## src/rtl/bn_rr_arbiter_8_if.sv

```systemverilog
// Request/grant bundle between eight requesters and the
// round-robin arbiter feeding a one-hot 8-to-1 selector.
interface bn_rr_arbiter_8_if;
   logic [7:0] req;
   logic       done;
   logic [7:0] sel;
   logic       sel_valid;
   logic [2:0] grant_id;
   logic       timeout;

   modport master (
      output req,
      output done,
      input  sel,
      input  sel_valid,
      input  grant_id,
      input  timeout
   );

   modport slave (
      input  req,
      input  done,
      output sel,
      output sel_valid,
      output grant_id,
      output timeout
   );
endinterface

```

## src/rtl/bn_rr_arbiter_8.sv

```systemverilog
// Round-robin arbiter with bounded hold time driving the
// one-hot select of a downstream 8-to-1 selector.
module bn_rr_arbiter_8 #(
   parameter int MAX_HOLD = 16,
   parameter int CNT_W    = 5
) (
   input logic            clk,
   input logic            rst_n,
   bn_rr_arbiter_8_if.slave bus
);

   typedef enum logic {IDLE, GRANT} state_t;

   state_t           state_q, state_d;
   logic [2:0]       ptr_q, ptr_d;
   logic [CNT_W-1:0] cnt_q, cnt_d;
   logic [7:0]       sel_q, sel_d;
   logic [2:0]       gid_q, gid_d;
   logic             valid_q, valid_d;
   logic             to_q, to_d;

   logic [2:0]       pick_id;
   logic [2:0]       idx;
   logic             found;
   logic             rel_done;
   logic             rel_drop;
   logic             rel_max;

   // first requester at or above ptr, wrapping past 7
   always_comb begin
      found   = 1'b0;
      pick_id = ptr_q;
      idx     = ptr_q;
      for (int i = 0; i < 8; i++) begin
         idx = ptr_q + 3'(i);
         if (!found && bus.req[idx]) begin
            found   = 1'b1;
            pick_id = idx;
         end
      end
   end

   assign rel_done = bus.done;
   assign rel_drop = !bus.req[gid_q];
   assign rel_max  = (cnt_q == CNT_W'(MAX_HOLD - 1));

   always_comb begin
      state_d = state_q;
      ptr_d   = ptr_q;
      cnt_d   = cnt_q;
      sel_d   = sel_q;
      gid_d   = gid_q;
      valid_d = valid_q;
      to_d    = 1'b0;
      unique case (state_q)
         IDLE: begin
            if (found) begin
               state_d = GRANT;
               sel_d   = 8'b1 << pick_id;
               gid_d   = pick_id;
               valid_d = 1'b1;
               cnt_d   = '0;
            end
         end
         GRANT: begin
            cnt_d = cnt_q + 1'b1;
            if (rel_done || rel_drop || rel_max) begin
               state_d = IDLE;
               sel_d   = 8'b0;
               valid_d = 1'b0;
               cnt_d   = '0;
               ptr_d   = gid_q + 3'd1;
               to_d    = rel_max && !rel_done && !rel_drop;
            end
         end
         default: state_d = IDLE;
      endcase
   end

   always_ff @(posedge clk or negedge rst_n) begin
      if (!rst_n) begin
         state_q <= IDLE;
         ptr_q   <= '0;
         cnt_q   <= '0;
         sel_q   <= '0;
         gid_q   <= '0;
         valid_q <= 1'b0;
         to_q    <= 1'b0;
      end else begin
         state_q <= state_d;
         ptr_q   <= ptr_d;
         cnt_q   <= cnt_d;
         sel_q   <= sel_d;
         gid_q   <= gid_d;
         valid_q <= valid_d;
         to_q    <= to_d;
      end
   end

   assign bus.sel       = sel_q;
   assign bus.sel_valid = valid_q;
   assign bus.grant_id  = gid_q;
   assign bus.timeout   = to_q;

endmodule

```

## src/flat_wrapper.sv

```systemverilog
// flat-port wrapper written by rule: the top's interface ports become plain ports
module bn_rr_arbiter_8_flat 
#(
   parameter int MAX_HOLD = 16,
   parameter int CNT_W    = 5
)
  (clk, rst_n, bus_req, bus_done, bus_sel, bus_sel_valid, bus_grant_id, bus_timeout);
  bn_rr_arbiter_8_if bus_i ();
  input logic clk;
  input logic rst_n;
  input wire logic [$bits(bus_i.req)-1:0] bus_req;
  input wire logic [$bits(bus_i.done)-1:0] bus_done;
  output wire logic [$bits(bus_i.sel)-1:0] bus_sel;
  output wire logic [$bits(bus_i.sel_valid)-1:0] bus_sel_valid;
  output wire logic [$bits(bus_i.grant_id)-1:0] bus_grant_id;
  output wire logic [$bits(bus_i.timeout)-1:0] bus_timeout;
  assign bus_i.req = bus_req;
  assign bus_i.done = bus_done;
  assign bus_sel = bus_i.sel;
  assign bus_sel_valid = bus_i.sel_valid;
  assign bus_grant_id = bus_i.grant_id;
  assign bus_timeout = bus_i.timeout;
  bn_rr_arbiter_8 #(.MAX_HOLD(MAX_HOLD), .CNT_W(CNT_W)) u_core (.clk(clk), .rst_n(rst_n), .bus(bus_i));
endmodule
```

## config.mk

```make
export PLATFORM = sky130hd
export DESIGN_NAME = bn_rr_arbiter_8_flat
export DESIGN_NICKNAME = d
export VERILOG_FILES = /design/src/rtl/bn_rr_arbiter_8_if.sv /design/src/rtl/bn_rr_arbiter_8.sv /design/src/flat_wrapper.sv
export SDC_FILE = /design/constraint.sdc
export NUM_CORES = 1
export LEC_CHECK = 0
export ABC_AREA = 1
export BUFFER_PORTS_ARGS = -buffer_cell sky130_fd_sc_hd__clkbuf_2
export CAP_MARGIN = 10
export CELL_PAD_IN_SITES_DETAIL_PLACEMENT = 0
export CELL_PAD_IN_SITES_GLOBAL_PLACEMENT = 1
export CORE_MARGIN = 8
export CORE_UTILIZATION = 37
export DETAILED_ROUTE_END_ITERATION = 6
export PLACE_DENSITY_LB_ADDON = 0.1
export SYNTH_ARGS = -nofsm -noshare
export SYNTH_HDL_FRONTEND = slang
export SYNTH_SLANG_ARGS = --single-unit
```

## constraint.sdc

```tcl
create_clock -name clk -period 3.43 [get_ports clk]
set_clock_uncertainty 0.15 [all_clocks]
set_input_delay 0.1715 -clock clk [delete_from_list [all_inputs] [get_ports clk]]
set_output_delay 0.1715 -clock clk [all_outputs]
set_load 0.02 [all_outputs]
```

==> results of run 1 <==
## per-stage QoR
step                      instances  setup slack (ns)   util  hold WS (ns)
final                           373             0.324  0.427        0.0121
after global routing            373            0.0215  0.427        0.0208
after CTS                       373             0.300  0.427       0.00440
after detailed placement        368             0.322  0.411        0.0405
after global placement          368             0.383  0.411        0.0394
after floorplan                 278             0.984      -        -0.274
## cells in the final DEF (no fill, tap or decap)
master         count
nand2_1          102
nand3_1           44
clkbuf_2          23
dfrtp_1           22
nor2_1            20
inv_1             14
inv_2             10
nand2_2            9
o21ai_0            8
nor2_2             7
ha_1               5
o21ai_1            4
nor2_4             3
o22ai_1            3
nand3_2            3
a21oi_1            3
clkbuf_8           3
a31oi_1            2
buf_4              2
xor2_4             1
xor2_2             1
xnor2_2            1
o21bai_2           1
nand4_4            1
a311oi_1           1
clkinv_2           1
nand2_4            1
nand4_1            1
a21oi_4            1
xor2_1             1
a32o_1             1
a21oi_2            1
xnor2_1            1
bufinv_16          1
dlygate4sd3_1      1
## layout make-up
class                           instances  area [µm²]  share of cell area
Multi-Input combinational cell        226        1180               0.556
Sequential cell                        22         551               0.259
Timing Repair Buffer                   26         140              0.0659
Inverter                               25        95.1              0.0447
Tap cell                               70        87.6              0.0412
Clock buffer                            3        41.3              0.0194
Clock inverter                          1        30.0              0.0141
## worst paths after layout
check                                                     endpoint  cells after the start
worst max register to register  u_core.bus.grant_id[2]$_DFFE_PN0P_                     15
worst min register to register       u_core.bus.sel[3]$_DFFE_PN0P_                      2
max in group asynchronous            u_core.bus.sel[6]$_DFFE_PN0P_                      2
worst min-delay path                  u_core.bus.timeout$_DFF_PN0_                      4
min in group asynchronous              u_core.cnt_q[3]$_DFFE_PN0P_                      2
worst max-delay path            u_core.bus.grant_id[2]$_DFFE_PN0P_                     15
## worst max-delay path, delay by kind of cell (launching register included)
kind / cells / cell delay, ns
AOI/OAI and AO/OA: 1 / 0.08
and+or+nand+nor: 10 / 1.24
DFF: 1 / 0.57
buffers and inverters: 3 / 0.48
adders and majority gates: 1 / 0.45
## cell families (layout without fill, tap and decap cells)
logic type,Yosys count,count (layout),synth area share
flops,22,22,0.294
simple gates,191,191,0.471
compound gates,25,25,0.0863
xor+xnor,5,5,0.0415
buf+inv,30,55,0.0736
fa+ha+maj,5,5,0.0334
## state kept, by name, summed over array words and instances, names as in the netlist
| signal | cells |
|---|---|
| u_core.bus.sel_valid | 1 |
| u_core.cnt_q | 5 |
| u_core.state_q | 1 |
| u_core.bus.grant_id | 3 |
| u_core.bus.timeout | 1 |
| u_core.bus.sel | 8 |
| u_core.ptr_q | 3 |
## metal layers
metal  up-vias  GRT usage  part of all wire
met5         -          0                 0
met4         0     0.0531             0.026
li1        949          -                 -
met2        26      0.251              0.50
met3         8     0.0179             0.026
met1       831      0.159              0.45
==> results.md, run 1 <==
- Clock Tree Buf Depth: 2
- Worst Min Path Start: bus_done
- Area of placed instances: 2050 µm²
- Antenna cell count: 0
- Dominant cells by area after synthesis: dfrtp_1 29%, nand2_1 20%, nand3_1 12%, nor2_1 4.0%, ha_1 3.3%
- Fin. Hold Viols: 0
- Worst-path cell chain: inv_2, ha_1, inv_2, nand3_1, nand2_1, nor2_1, nor2_4, nand4_4, nor2_4, nand2_1, nor2_2, nor2_2, inv_1, nand2_1, o21ai_0
- Mapped cell area: 1870 µm²
- Final setup violation count: 0
- Yosys warnings: 0
- Syn avg cell area: 6.73 µm²
- Slew @ Worst Pin: 0.553 ns
- Cells after Synth: 278
- Worst-Skew Late Latency: 0.27 ns
- Core footprint: 4980 µm²
- Final TNS setup: 0 ns
- Vias in the first global route: 1790
- Worst Path Class, Setup: flop to flop
- Setup Fix Bufs, Post-CTS: 0
- CTS tree: built
- Total CTS buffers: 3
- GRT overflow: 0
- Count of pins over their slew limit: 0
- Crit-path slowest cell: dfrtp_1
- Worst Setup SP: u_core.ptr_q[0]$_DFFE_PN0P_
- Max Cap Violations: 0
- Count leader, synth: nand2_1
- Achievable Freq: 0.322 GHz
- Initial core utilization: 0.376
- Detailed-route via count: 1814
- Wire length per cell: 13.2 µm
- Antenna-violating nets left: 0
- FILL cells: 545
- Io pins: 24
- Yosys reg bits: 22
- Vias per cell: 4.86
- Resized cells post-CTS: 0
- Die area: 7590 µm²
- Minimum clock period: 3.11 ns
- CP arrival: 3.10 ns
- H-tree levels: 1
- Max transition margin: 0.631
- Layout Nets: 320
- Post-route cell area: 2130 µm²
- Register-to-Register Setup Slack: 0.32 ns
- Syn_nets: 294
- Critical Path End Type: flop
- Cell variety after synth: 33
- Most used cell, CP: nand2_1
- First-pass GRT wire length: 8360 µm
- Area grow syn2layout: 13.7%
- CP required: 3.43 ns
- Crit path max fanout: 14
- FFs w/ async S/R, synth: 1.00
- Post-synth top area share: 0.294
- Drt pass-1 iters: 4
- Layout cell share with drive strength beyond 1: 0.231
- Largest net degree at the start of global routing: 23
- Final cycle utilization of the critical path: 0.906
- IO Port Bufs: 23
- RSZ-0062 raised after global routing: no
- Clock sink count: 22
- Post-Route WL: 4920 µm
- Largest stage delay, worst path: 0.57 ns
- CP Launch Type: flop
- Total global-route track usage: 0.138
- Die Y: 87.1 µm
- Dominant cell type by area after synthesis: dfrtp_1
- Iter 0 DRT Violations: 108
- DRC Markers: 0
- Reg clk slew, reported paths: 0.08 ns
- Worst flop-to-flop path startpoint: u_core.ptr_q[0]$_DFFE_PN0P_
- CTS root buffer: clkbuf_8
- CTS Hold Bufs: 1
- Sequential-to-total area share from yosys stat: 0.294
- Status: complete, no violations
- Post-synth top cells: 102 x nand2_1, 44 x nand3_1, 22 x dfrtp_1, 20 x nor2_1, 14 x inv_1
- Post-synth EDFFs: 0
- GPL Wtd Cong: 0.856
- Main synth FF type: dfrtp_1
- Hold Path Class: primary input to flop
- Rows: 26
- DIE WIDTH: 87.1 µm
- Initial antenna violation count: 0
- Detailed-placement wirelength estimate: 4070 µm
Power of run 1 is not shown: default switching activity piles up to over one toggle a cycle in this logic, so the estimate is an artifact.
==> run 2: changes to the inputs <==
==> constraint.sdc (replaced) <==
create_clock -name clk -period 3.43 [get_ports clk]
set_clock_uncertainty 0.15 [all_clocks]
set_input_delay 0.686 -clock clk [delete_from_list [all_inputs] [get_ports clk]]
set_output_delay 0.686 -clock clk [all_outputs]
set_load 0.02 [all_outputs]
==> results.md, run 2 (synthesis results as in run 1) <==
- Largest net degree at the start of global routing: 23 (unchanged)
- Vias in the first global route: 1786 (-0.22%)
- Count of pins over their slew limit: 0 (unchanged)
- Most common cell after layout, fill and taps aside: nand2_1
- Critical Path End Type: flop
- Detailed-placement wirelength estimate: 4070 µm (unchanged)
- Total global-route track usage: 0.138 (-0.000197)
- DRC Markers: 0 (unchanged)
- CTS tree: built
- Vias per cell: 4.87 (+0.16%)
- Final cycle utilization of the critical path: 0.906 (about the same)
- First-pass GRT wire length: 8350 µm (about the same)
- Core footprint: 4980 µm² (unchanged)
- Slew @ Worst Pin: 0.550 ns (-0.00336 ns)
- CTS root buffer: clkbuf_8
- Clock sink count: 22 (unchanged)
- Layout Nets: 319 (-0.31%)
- Final setup violation count: 0 (unchanged)
- Area grow syn2layout: 13.2%
- Total CTS buffers: 3 (unchanged)
- GPL Wtd Cong: 0.856 (unchanged)
- Die Y: 87.1 µm (unchanged)
- Clock Tree Buf Depth: 2 (unchanged)
- Reg clk slew, reported paths: 0.08 ns (about the same)
- CP required: 3.43 ns (about the same)
- Antenna-violating nets left: 0 (unchanged)
- Io pins: 24 (unchanged)
- Detailed-route via count: 1812 (-0.11%)
- Worst Path Class, Setup: flop to flop
- Drt pass-1 iters: 4 (unchanged)
- Wire length per cell: 13.2 µm (about the same)
- IO Port Bufs: 23 (unchanged)
- Final core utilization: 0.425 (-0.00201)
- Minimum clock period: 3.11 ns (+0.00200 ns)
- Most frequent cells in the layout: 102 x nand2_1, 44 x nand3_1, 23 x clkbuf_2
- Post-Route WL: 4910 µm (-0.30%)
- H-tree levels: 1 (unchanged)
- Antenna cell count: 0 (unchanged)
- Max Cap Violations: 0 (unchanged)
- Hold Path Class: primary input to asynchronous set/reset pin
- Crit path max fanout: 14 (unchanged)
- Iter 0 DRT Violations: 97 (-10%)
- Initial antenna violation count: 0 (unchanged)
- CP arrival: 3.11 ns (about the same)
- DIE WIDTH: 87.1 µm (unchanged)
- Achievable Freq: 0.322 GHz (about the same)
- RSZ-0062 raised after global routing: no
- Final TNS setup: 0 ns (unchanged)
- Initial core utilization: 0.376 (unchanged)
- Fin. Hold Viols: 0 (unchanged)
- Setup Fix Bufs, Post-CTS: 0 (unchanged)
- CP Launch Type: flop
- Die area: 7590 µm² (unchanged)
- Layout cell share with drive strength beyond 1: 0.232 (+0.000765)
- Register-to-Register Setup Slack: 0.32 ns (about the same)
- Resized cells post-CTS: 0 (unchanged)
- GRT overflow: 0 (unchanged)
- CTS Hold Bufs: 0 (-1)
- Status: complete, no violations
- Largest register FFs: 8 (unchanged)
- Rows: 26 (unchanged)
- Max transition margin: 0.633 (+0.00224)
- Worst-Skew Late Latency: 0.27 ns (about the same)
## run 2: per-layer routing
layer	GRT usage	wire (µm)
met1	0.159	2220
met2	0.251	2450
met3	0.0179	101
met4	0.0531	128
met5	0	0
## run 2: cell type report
type | instances | area (µm²)
tap | 70 | 87.6
timing repair buffer | 25 | 130
clock inverter | 1 | 30.0
clock buffer | 3 | 41.3
fill | 547 | 2860
sequential | 22 | 551
multi-input combinational | 226 | 1180
inverter | 25 | 95.1
## run 2: final timing paths
path,start,endpoint,cells past startpoint
min reg2reg,u_core.bus.sel[3]$_DFFE_PN0P_,u_core.bus.sel[3]$_DFFE_PN0P_,2
max,u_core.ptr_q[0]$_DFFE_PN0P_,u_core.bus.grant_id[2]$_DFFE_PN0P_,15
max in group asynchronous,rst_n,u_core.bus.sel[6]$_DFFE_PN0P_,1
min in group clk,u_core.bus.sel[3]$_DFFE_PN0P_,u_core.bus.sel[3]$_DFFE_PN0P_,2
max reg2reg,u_core.ptr_q[0]$_DFFE_PN0P_,u_core.bus.grant_id[2]$_DFFE_PN0P_,15
min,rst_n,u_core.cnt_q[3]$_DFFE_PN0P_,1
## run 2: critical path, cell delays in order (launching register included)
cell     delay, ns
dfrtp_1       0.57
inv_2         0.20
ha_1          0.45
inv_2         0.10
nand3_1       0.13
nand2_1       0.06
nor2_1        0.18
nor2_4        0.07
nand4_4       0.10
nor2_4        0.05
nand2_1       0.08
nor2_2        0.06
nor2_2        0.42
inv_1         0.19
nand2_1       0.09
o21ai_0       0.08
## run 2: stage by stage
step	worst slack, ns	hold slack (ns)	cells	cell area (µm²)
2_1_floorplan	0.984	0.240	278	1870
3_3_place_gp	0.383	0.314	368	2050
3_5_place_dp	0.322	0.315	368	2050
4_1_cts	0.300	0.250	372	2120
5_1_grt	0.0215	0.293	372	2120
6_report	0.322	0.234	372	2120
Power of run 2 is left out for the same reason.
